File: src/rtl/sdram_sched_pkg.sv
// Shared constants and types for the SDRAM packet scheduler.
package sdram_sched_pkg;

  localparam logic [1:0] CMD_NOP   = 2'b00;
  localparam logic [1:0] CMD_READ  = 2'b01;
  localparam logic [1:0] CMD_WRITE = 2'b10;

  typedef enum logic [1:0] {
    ST_IDLE  = 2'd0,
    ST_ISSUE = 2'd1,
    ST_BUSY  = 2'd2,
    ST_DONE  = 2'd3
  } sched_state_t;

  // Queue entries carry a channel id 0..num_ch-1, or num_ch for a read.
  function automatic int op_width(input int num_ch);
    return (num_ch < 1) ? 1 : $clog2(num_ch + 1);
  endfunction

endpackage

File: src/rtl/sched_req_fifo.sv
// Arrival-order request queue. Several entries may be written in one cycle
// (lanes 0..wr_cnt-1, lane 0 oldest); the writer never exceeds free space.
module sched_req_fifo #(
  parameter int W     = 2,
  parameter int DEPTH = 4,
  parameter int LANES = 3
) (
  input  logic                       clk,
  input  logic                       rst_n,
  input  logic [$clog2(LANES+1)-1:0] wr_cnt,
  input  logic [LANES*W-1:0]         wr_data,
  input  logic                       rd_en,
  output logic [W-1:0]               rd_data,
  output logic [$clog2(DEPTH):0]     count,
  output logic                       full,
  output logic                       empty
);

  localparam int PW = $clog2(DEPTH);
  localparam int CW = PW + 1;

  logic [W-1:0]  mem [DEPTH];
  logic [PW-1:0] wr_ptr;
  logic [PW-1:0] rd_ptr;

  // Pointer/count update with multi-lane write and single-entry read.
  always_ff @(posedge clk) begin
    if (!rst_n) begin
      wr_ptr <= '0;
      rd_ptr <= '0;
      count  <= '0;
    end else begin
      for (int i = 0; i < LANES; i++) begin
        if (i < int'(wr_cnt)) mem[wr_ptr + PW'(i)] <= wr_data[i*W +: W];
      end
      wr_ptr <= wr_ptr + PW'(wr_cnt);
      if (rd_en) rd_ptr <= rd_ptr + 1'b1;
      count <= count + CW'(wr_cnt) - CW'(rd_en);
    end
  end

  assign rd_data = mem[rd_ptr];
  assign full    = (count == CW'(DEPTH));
  assign empty   = (count == '0);

endmodule

File: src/rtl/sdram_packet_scheduler.sv
// Queues whole-packet writes from sensor channels and downlink read requests
// in arrival order, then serialises them into SDRAM commands one word at a time.
// Handshake: a channel packet transfers on a cycle where PKT_VALID[c] and
// PKT_READY[c] are both 1; PKT_READY[c] stays low until that packet's last
// word completes (or until it is dropped on a full queue, when it stays high).
module sdram_packet_scheduler
  import sdram_sched_pkg::*;
#(
  parameter int NUM_CH      = 2,
  parameter int MAX_WORDS   = 5,
  parameter int QUEUE_DEPTH = 4
) (
  input  logic                          CLK_48MHZ,
  input  logic                          RESET_N,
  input  logic [NUM_CH-1:0]             PKT_VALID,
  output logic [NUM_CH-1:0]             PKT_READY,
  input  logic [NUM_CH*MAX_WORDS*16-1:0] PKT_DATA,
  input  logic [NUM_CH*4-1:0]           PKT_LEN,
  input  logic                          READ_CMD,
  input  logic                          SDRAM_STATUS,
  input  logic [1:0]                    BA_WRITE,
  input  logic [12:0]                   ROW_WRITE,
  input  logic [8:0]                    COL_WRITE,
  input  logic [1:0]                    BA_READ,
  input  logic [12:0]                   ROW_READ,
  input  logic [8:0]                    COL_READ,
  output logic [1:0]                    CMD_OUT,
  output logic [1:0]                    BA_OUT,
  output logic [12:0]                   ROW_OUT,
  output logic [8:0]                    COL_OUT,
  output logic [15:0]                   DATA_OUT,
  output logic                          NEXT_WRITE,
  output logic                          NEXT_READ,
  output logic                          OVERFLOW,
  output sched_state_t                  DBG_STATE
);

  localparam int             OPW     = op_width(NUM_CH);
  localparam logic [OPW-1:0] OP_READ = OPW'(NUM_CH);
  localparam int             PKTW    = MAX_WORDS * 16;
  localparam int             LANES   = NUM_CH + 1;
  localparam int             NW      = $clog2(LANES + 1);
  localparam int             CW      = $clog2(QUEUE_DEPTH) + 1;
  localparam logic [3:0]     MAXW4   = 4'(MAX_WORDS);

  sched_state_t state_q, state_d;

  logic [PKTW-1:0]    buf_q [NUM_CH];
  logic [3:0]         len_q [NUM_CH];
  logic [NUM_CH-1:0]  pkt_ready_q;
  logic               overflow_q;
  logic               read_hist_q;
  logic [OPW-1:0]     cur_op_q;
  logic [3:0]         word_idx_q;
  logic               issue_first_q;
  logic [23:0]        held_addr_q;

  logic               read_rise;
  logic [NUM_CH-1:0]  accept;
  logic               drop;
  logic [NW-1:0]      wr_cnt;
  logic [LANES*OPW-1:0] wr_data;
  logic               pop;
  logic [OPW-1:0]     fifo_head;
  logic [CW-1:0]      fifo_count;
  logic               fifo_full;
  logic               fifo_empty;

  logic               is_write;
  logic               last_word;
  logic               release_pkt;
  logic [15:0]        cur_word;
  logic [3:0]         cur_len;
  logic [23:0]        live_addr;
  logic [23:0]        addr_sel;

  assign read_rise = READ_CMD & ~read_hist_q;
  assign is_write  = (cur_op_q != OP_READ);

  sched_req_fifo #(
    .W     (OPW),
    .DEPTH (QUEUE_DEPTH),
    .LANES (LANES)
  ) u_fifo (
    .clk     (CLK_48MHZ),
    .rst_n   (RESET_N),
    .wr_cnt  (wr_cnt),
    .wr_data (wr_data),
    .rd_en   (pop),
    .rd_data (fifo_head),
    .count   (fifo_count),
    .full    (fifo_full),
    .empty   (fifo_empty)
  );

  // Pack this cycle's requests (channels ascending, then read) into free slots.
  always_comb begin
    int n;
    int space;
    n       = 0;
    space   = (fifo_full && !pop) ? 0 : QUEUE_DEPTH - int'(fifo_count) + (pop ? 1 : 0);
    wr_data = '0;
    accept  = '0;
    drop    = 1'b0;
    for (int c = 0; c < NUM_CH; c++) begin
      if (PKT_VALID[c] && pkt_ready_q[c]) begin
        if (n < space) begin
          wr_data[n*OPW +: OPW] = OPW'(c);
          accept[c] = 1'b1;
          n++;
        end else begin
          drop = 1'b1;
        end
      end
    end
    if (read_rise) begin
      if (n < space) begin
        wr_data[n*OPW +: OPW] = OP_READ;
        n++;
      end else begin
        drop = 1'b1;
      end
    end
    wr_cnt = NW'(n);
  end

  // Select the current packet's word and length from its channel buffer.
  always_comb begin
    cur_word = '0;
    cur_len  = 4'd1;
    for (int c = 0; c < NUM_CH; c++) begin
      if (cur_op_q == OPW'(c)) begin
        cur_word = buf_q[c][int'(word_idx_q)*16 +: 16];
        cur_len  = len_q[c];
      end
    end
  end

  assign last_word   = ({1'b0, word_idx_q} + 5'd1) >= {1'b0, cur_len};
  assign release_pkt = (state_q == ST_DONE) && is_write && last_word;

  // Next-state and command strobes.
  always_comb begin
    state_d    = state_q;
    pop        = 1'b0;
    CMD_OUT    = CMD_NOP;
    NEXT_WRITE = 1'b0;
    NEXT_READ  = 1'b0;
    case (state_q)
      ST_IDLE: begin
        if (!fifo_empty) begin
          pop     = 1'b1;
          state_d = ST_ISSUE;
        end
      end
      ST_ISSUE: begin
        CMD_OUT = is_write ? CMD_WRITE : CMD_READ;
        if (SDRAM_STATUS) state_d = ST_BUSY;
      end
      ST_BUSY: begin
        if (!SDRAM_STATUS) state_d = ST_DONE;
      end
      ST_DONE: begin
        NEXT_WRITE = is_write;
        NEXT_READ  = !is_write;
        state_d    = (is_write && !last_word) ? ST_ISSUE : ST_IDLE;
      end
      default: state_d = ST_IDLE;
    endcase
  end

  // The first ISSUE cycle passes the live address through so a counter that
  // advanced on the preceding NEXT_WRITE is seen; it is then held.
  always_comb begin
    live_addr = is_write ? {BA_WRITE, ROW_WRITE, COL_WRITE} : {BA_READ, ROW_READ, COL_READ};
    addr_sel  = issue_first_q ? live_addr : held_addr_q;
    {BA_OUT, ROW_OUT, COL_OUT} = '0;
    DATA_OUT  = '0;
    if (state_q == ST_ISSUE) begin
      {BA_OUT, ROW_OUT, COL_OUT} = addr_sel;
      if (is_write) DATA_OUT = cur_word;
    end
  end

  // Control state: FSM, current op, word index, handshake and sticky overflow.
  always_ff @(posedge CLK_48MHZ) begin
    if (!RESET_N) begin
      state_q       <= ST_IDLE;
      cur_op_q      <= '0;
      word_idx_q    <= '0;
      issue_first_q <= 1'b0;
      held_addr_q   <= '0;
      read_hist_q   <= 1'b0;
      pkt_ready_q   <= '1;
      overflow_q    <= 1'b0;
    end else begin
      state_q       <= state_d;
      read_hist_q   <= READ_CMD;
      issue_first_q <= (state_d == ST_ISSUE) && (state_q != ST_ISSUE);
      if (pop) begin
        cur_op_q   <= fifo_head;
        word_idx_q <= '0;
      end else if (state_q == ST_DONE && state_d == ST_ISSUE) begin
        word_idx_q <= word_idx_q + 4'd1;
      end
      if (state_q == ST_ISSUE && issue_first_q) held_addr_q <= live_addr;
      for (int c = 0; c < NUM_CH; c++) begin
        if (accept[c]) pkt_ready_q[c] <= 1'b0;
        else if (release_pkt && cur_op_q == OPW'(c)) pkt_ready_q[c] <= 1'b1;
      end
      if (drop) overflow_q <= 1'b1;
    end
  end

  // Packet buffers capture on acceptance; out-of-range lengths become MAX_WORDS.
  always_ff @(posedge CLK_48MHZ) begin
    for (int c = 0; c < NUM_CH; c++) begin
      if (accept[c]) begin
        buf_q[c] <= PKT_DATA[c*PKTW +: PKTW];
        len_q[c] <= (PKT_LEN[c*4 +: 4] == 4'd0 || PKT_LEN[c*4 +: 4] > MAXW4) ?
                    MAXW4 : PKT_LEN[c*4 +: 4];
      end
    end
  end

  assign PKT_READY = pkt_ready_q;
  assign OVERFLOW  = overflow_q;
  assign DBG_STATE = state_q;

endmodule

File: config.mk
export PLATFORM = sky130hd
export DESIGN_NAME = sdram_packet_scheduler
export DESIGN_NICKNAME = d
export VERILOG_FILES = /design/src/rtl/sdram_sched_pkg.sv /design/src/rtl/sched_req_fifo.sv /design/src/rtl/sdram_packet_scheduler.sv
export SDC_FILE = /design/constraint.sdc
export NUM_CORES = 1
export LEC_CHECK = 0
export CAP_MARGIN = 20
export CORE_MARGIN = 2
export CORE_UTILIZATION = 42
export CTS_CLUSTER_DIAMETER = 40
export DETAILED_ROUTE_END_ITERATION = 10
export GPL_TIMING_DRIVEN = 0
export HOLD_SLACK_MARGIN = 0.1
export PLACE_DENSITY = 0.71
export SETUP_SLACK_MARGIN = 0.1
export SYNTH_ARGS = -nofsm -noshare
export SYNTH_HDL_FRONTEND = slang
export SYNTH_SLANG_ARGS = --single-unit
File: constraint.sdc
create_clock -name CLK_48MHZ -period 14.7 [get_ports CLK_48MHZ]
set_clock_uncertainty 0.05 [all_clocks]
set_input_delay 2.94 -clock CLK_48MHZ [delete_from_list [all_inputs] [get_ports CLK_48MHZ]]
set_output_delay 2.94 -clock CLK_48MHZ [all_outputs]
set_load 0.005 [all_outputs]
==> flow_metrics.env <==
export IMPL_outcome="complete, no violations"
export IMPL_max_slew_margin_pct=37.1
export IMPL_ys_ff_latch=220
export IMPL_hold_path_class="reg -> reg"
export IMPL_io_pins=271
export IMPL_cpMaxStageDelayCell="clkdlybuf4s50_1"
export IMPL_yosys_top_cells_area="edfxtp_1 (53%), dfxtp_1 (8.8%), mux4_2 (7.2%)"
export IMPL_synth_largest_area_cell="edfxtp_1"
export IMPL_drc=0
export IMPL_drv_cap=0
export IMPL_vias=7273
export IMPL_port_buffers=270
export IMPL_reg2regPathDepth=27
export IMPL_cp_required_ns=11.71
export IMPL_path_class="in -> out"
export IMPL_maxSlewViolCount=0
export IMPL_netlist_area_leader_share_pct=52.6
export IMPL_syn_inst=747
export IMPL_via_per_inst=5.20
export IMPL_hpwl_um=20700
export IMPL_critPathMaxFanout=2
export IMPL_gr_total_overflow=0
export IMPL_yosysUniqueCellTypes=57
export IMPL_cts_setup_buffers=0
export IMPL_cts_root_buffer="clkbuf_16"
export IMPL_synth_edf_count=176
export IMPL_drive_gt1_share_pct=11.8
export IMPL_clk_latency_ns=0.53
export IMPL_cts_resized_gates=0
export IMPL_clkTransAtPathRegs_ns=0.06
export IMPL_max_stage_delay_ns=0.57
export IMPL_hold_violations=0
export IMPL_rsz0062_at_grt="false"
export IMPL_synth_most_common_cell="edfxtp_1"
export IMPL_fin_area_um2=14200
export IMPL_nets=1297
export IMPL_worst_hold_slack_ns=0.446
export IMPL_crit_chain="clkdlybuf4s50_1 -> mux2i_1 -> a211oi_1 -> clkdlybuf4s50_1"
export IMPL_wl_um=26900
export IMPL_cts_tree="done"
export IMPL_async_flop_share_pct=0
export IMPL_die_w_um=159
export IMPL_dpl_cell_count=1344
export IMPL_die_h_um=159
export IMPL_yosys_warnings=0
export IMPL_hold_buffers=0
export IMPL_cts_max_level=1
export IMPL_grt_max_degree=46
export IMPL_multi_input_area_um2=3650
export IMPL_ir_drop_mv=0.117
export IMPL_post_drt_wl_per_cell_um=19.2
export IMPL_ys_seq_area_share_pct=61.4
export IMPL_worstPathArrival_ns=4.40
export IMPL_fin_util_pct=60.7
export IMPL_grt_pass1_vias=7472
export IMPL_n_fill_cell=1816
export IMPL_whs_path_depth=2
export IMPL_place_congestion=0.896
export IMPL_fin_crit_sh_pct=50.3
export IMPL_drt_pass1_iter_count=5
export IMPL_worstHoldEndpoint="held_addr_q[2]$_SDFFE_PN0P_"
export IMPL_crit_family="buffers and inverters"
export IMPL_crit_buf_inv=2
export IMPL_clockBufferDepth=3
export IMPL_initialDrtViolationCount=473
export IMPL_leakagePower_uw=0.00479
export IMPL_synth_ff_type="edfxtp_1"
export IMPL_syn_area_per_cell_um2=13.5
export IMPL_crit_path_end_kind="output pin"
export IMPL_worstReg2RegEnd="u_fifo.count[2]$_SDFF_PN0_"
export IMPL_grt_pass1_wl_um=40300
export IMPL_hp_start="held_addr_q[2]$_SDFFE_PN0P_"
export IMPL_reg2reg_setup_slack_ns=7.92
export IMPL_areaGrowthSynthToFinish_pct=41.8
export IMPL_die_area_um2=25200
export IMPL_layout_area_seq_um2=6170
export IMPL_tightest_slew_ns=0.938
export IMPL_reg2reg_from="u_fifo.count[1]$_SDFF_PN0_"
export IMPL_crit_path_start_kind="input pin"
export IMPL_crit_top_cell="clkdlybuf4s50_1"
export IMPL_final_cells=1398
export IMPL_ant_nets=0
export IMPL_grt_use_total_pct=21.2
export IMPL_cp_depth=4
export IMPL_numCtsBuffers=29
export IMPL_place_area_um2=13300
export IMPL_start_util_pct=42.8
export IMPL_power_density_nw_per_um2=197
export IMPL_num_rows=56
export IMPL_yosys_top_cells_count="edfxtp_1 (176), nor2_1 (78), a211oi_1 (57), dfxtp_1 (44), nand2_1 (41)"
export IMPL_clock_sinks=220
export IMPL_setup_violations=0
export IMPL_clock_fmax_mhz=135
export IMPL_period_needed_ns=7.39
export IMPL_netlist_area_um2=10000
export IMPL_core_area_um2=23500
export IMPL_antenna_found_initial=1
registers in the layout (all words and copies together), names as in the netlist, 3 cells and up:
| name | count |
|---|---|
| word_idx_q | 4 |
| u_fifo.count | 3 |
| buf_q | 160 |
| len_q | 8 |
| held_addr_q | 24 |
| u_fifo.mem | 8 |
per-stage QoR:
stage / setup TNS (ns) / setup slack, ns / total power (µW)
6_report: 0 / 7.31 / 2810
5_1_grt: 0 / 7.06 / 2970
4_1_cts: 0 / 7.26 / 2830
3_5_place_dp: 0 / 6.91 / 2150
3_3_place_gp: -52.19 / -3.05 / 2120
2_1_floorplan: 0 / 1.30 / 1740
worst register-to-register path: cells and delay by family (launching register included):
kind                       cells  cell delay, ns
AOI/OAI and AO/OA              3            0.57
DFF                            1            0.41
adders and majority gates      8            2.03
buffers and inverters          4            0.41
and+or+nand+nor                9            2.46
xor gates and xnor gates       3            0.80
placed cells by master, fill, tap and decap left out, types with 18 or more instances in the layout:
cell type | netlist | layout
dfxtp_1 | 44 | 44
nor2_1 | 78 | 78
a211oi_1 | 57 | 56
clkbuf_16 | 0 | 29
mux2_2 | 21 | 21
clkbuf_1 | 37 | 42
edfxtp_1 | 176 | 176
mux2i_1 | 35 | 35
mux4_2 | 32 | 32
o21ai_0 | 18 | 18
a21oi_1 | 31 | 31
clkdlybuf4s50_1 | 0 | 270
nand2_1 | 41 | 41
kinds of logic (layout without fill, tap and decap cells):
logic type	Yosys count	count (layout)	synth area share (%)
XOR/XNOR	15	15	1.31
adder cells (fa/ha/maj)	18	18	2.32
flip-flops	220	220	61.4
other	1	3	0.0373
AO/OA/AOI/OAI	154	154	10.7
buffers and inverters	62	392	2.50
multiplexers	89	89	13.2
AND/OR/NAND/NOR	188	188	8.59
per-layer routing:
layer / GRT usage, % / up-vias / share of wire [%]
li1: - / 3482 / -
met2: 39.3 / 268 / 51
met1: 23.8 / 3484 / 38
met3: 5.58 / 39 / 8.2
met5: 0 / - / 0
met4: 6.09 / 0 / 2.3
worst max path at each step:
stage                                      end  slack (ns)         start
finish                              COL_OUT[8]        7.31  COL_WRITE[8]
global route        u_fifo.count[2]$_SDFF_PN0_        7.06  PKT_VALID[0]
CTS                                 COL_OUT[8]        7.26  COL_WRITE[8]
detailed placement  u_fifo.count[2]$_SDFF_PN0_        6.91  PKT_VALID[0]
global placement    u_fifo.count[2]$_SDFF_PN0_       -3.05  PKT_VALID[0]
floorplan           u_fifo.count[2]$_SDFF_PN0_        1.30  PKT_VALID[0]
where the power goes:
| part | switching [µW] | total, µW | internal (µW) |
|---|---|---|---|
| Clock | 268 | 671 | 403 |
| Sequential | 65.7 | 1010 | 948 |
| Combinational | 613 | 1120 | 509 |
area by class of cell:
| type | instances | area share [%] |
|---|---|---|
| sequential | 220 | 43.3 |
| tap | 319 | 2.80 |
| clock inverter | 18 | 1.28 |
| antenna | 1 | 0.0176 |
| timing repair buffer | 278 | 20.0 |
| inverter | 15 | 0.395 |
| clock buffer | 34 | 5.23 |
| buffer | 47 | 1.37 |
| multi-input combinational | 466 | 25.6 |
Note: power is estimated with default switching activity, not from simulation.
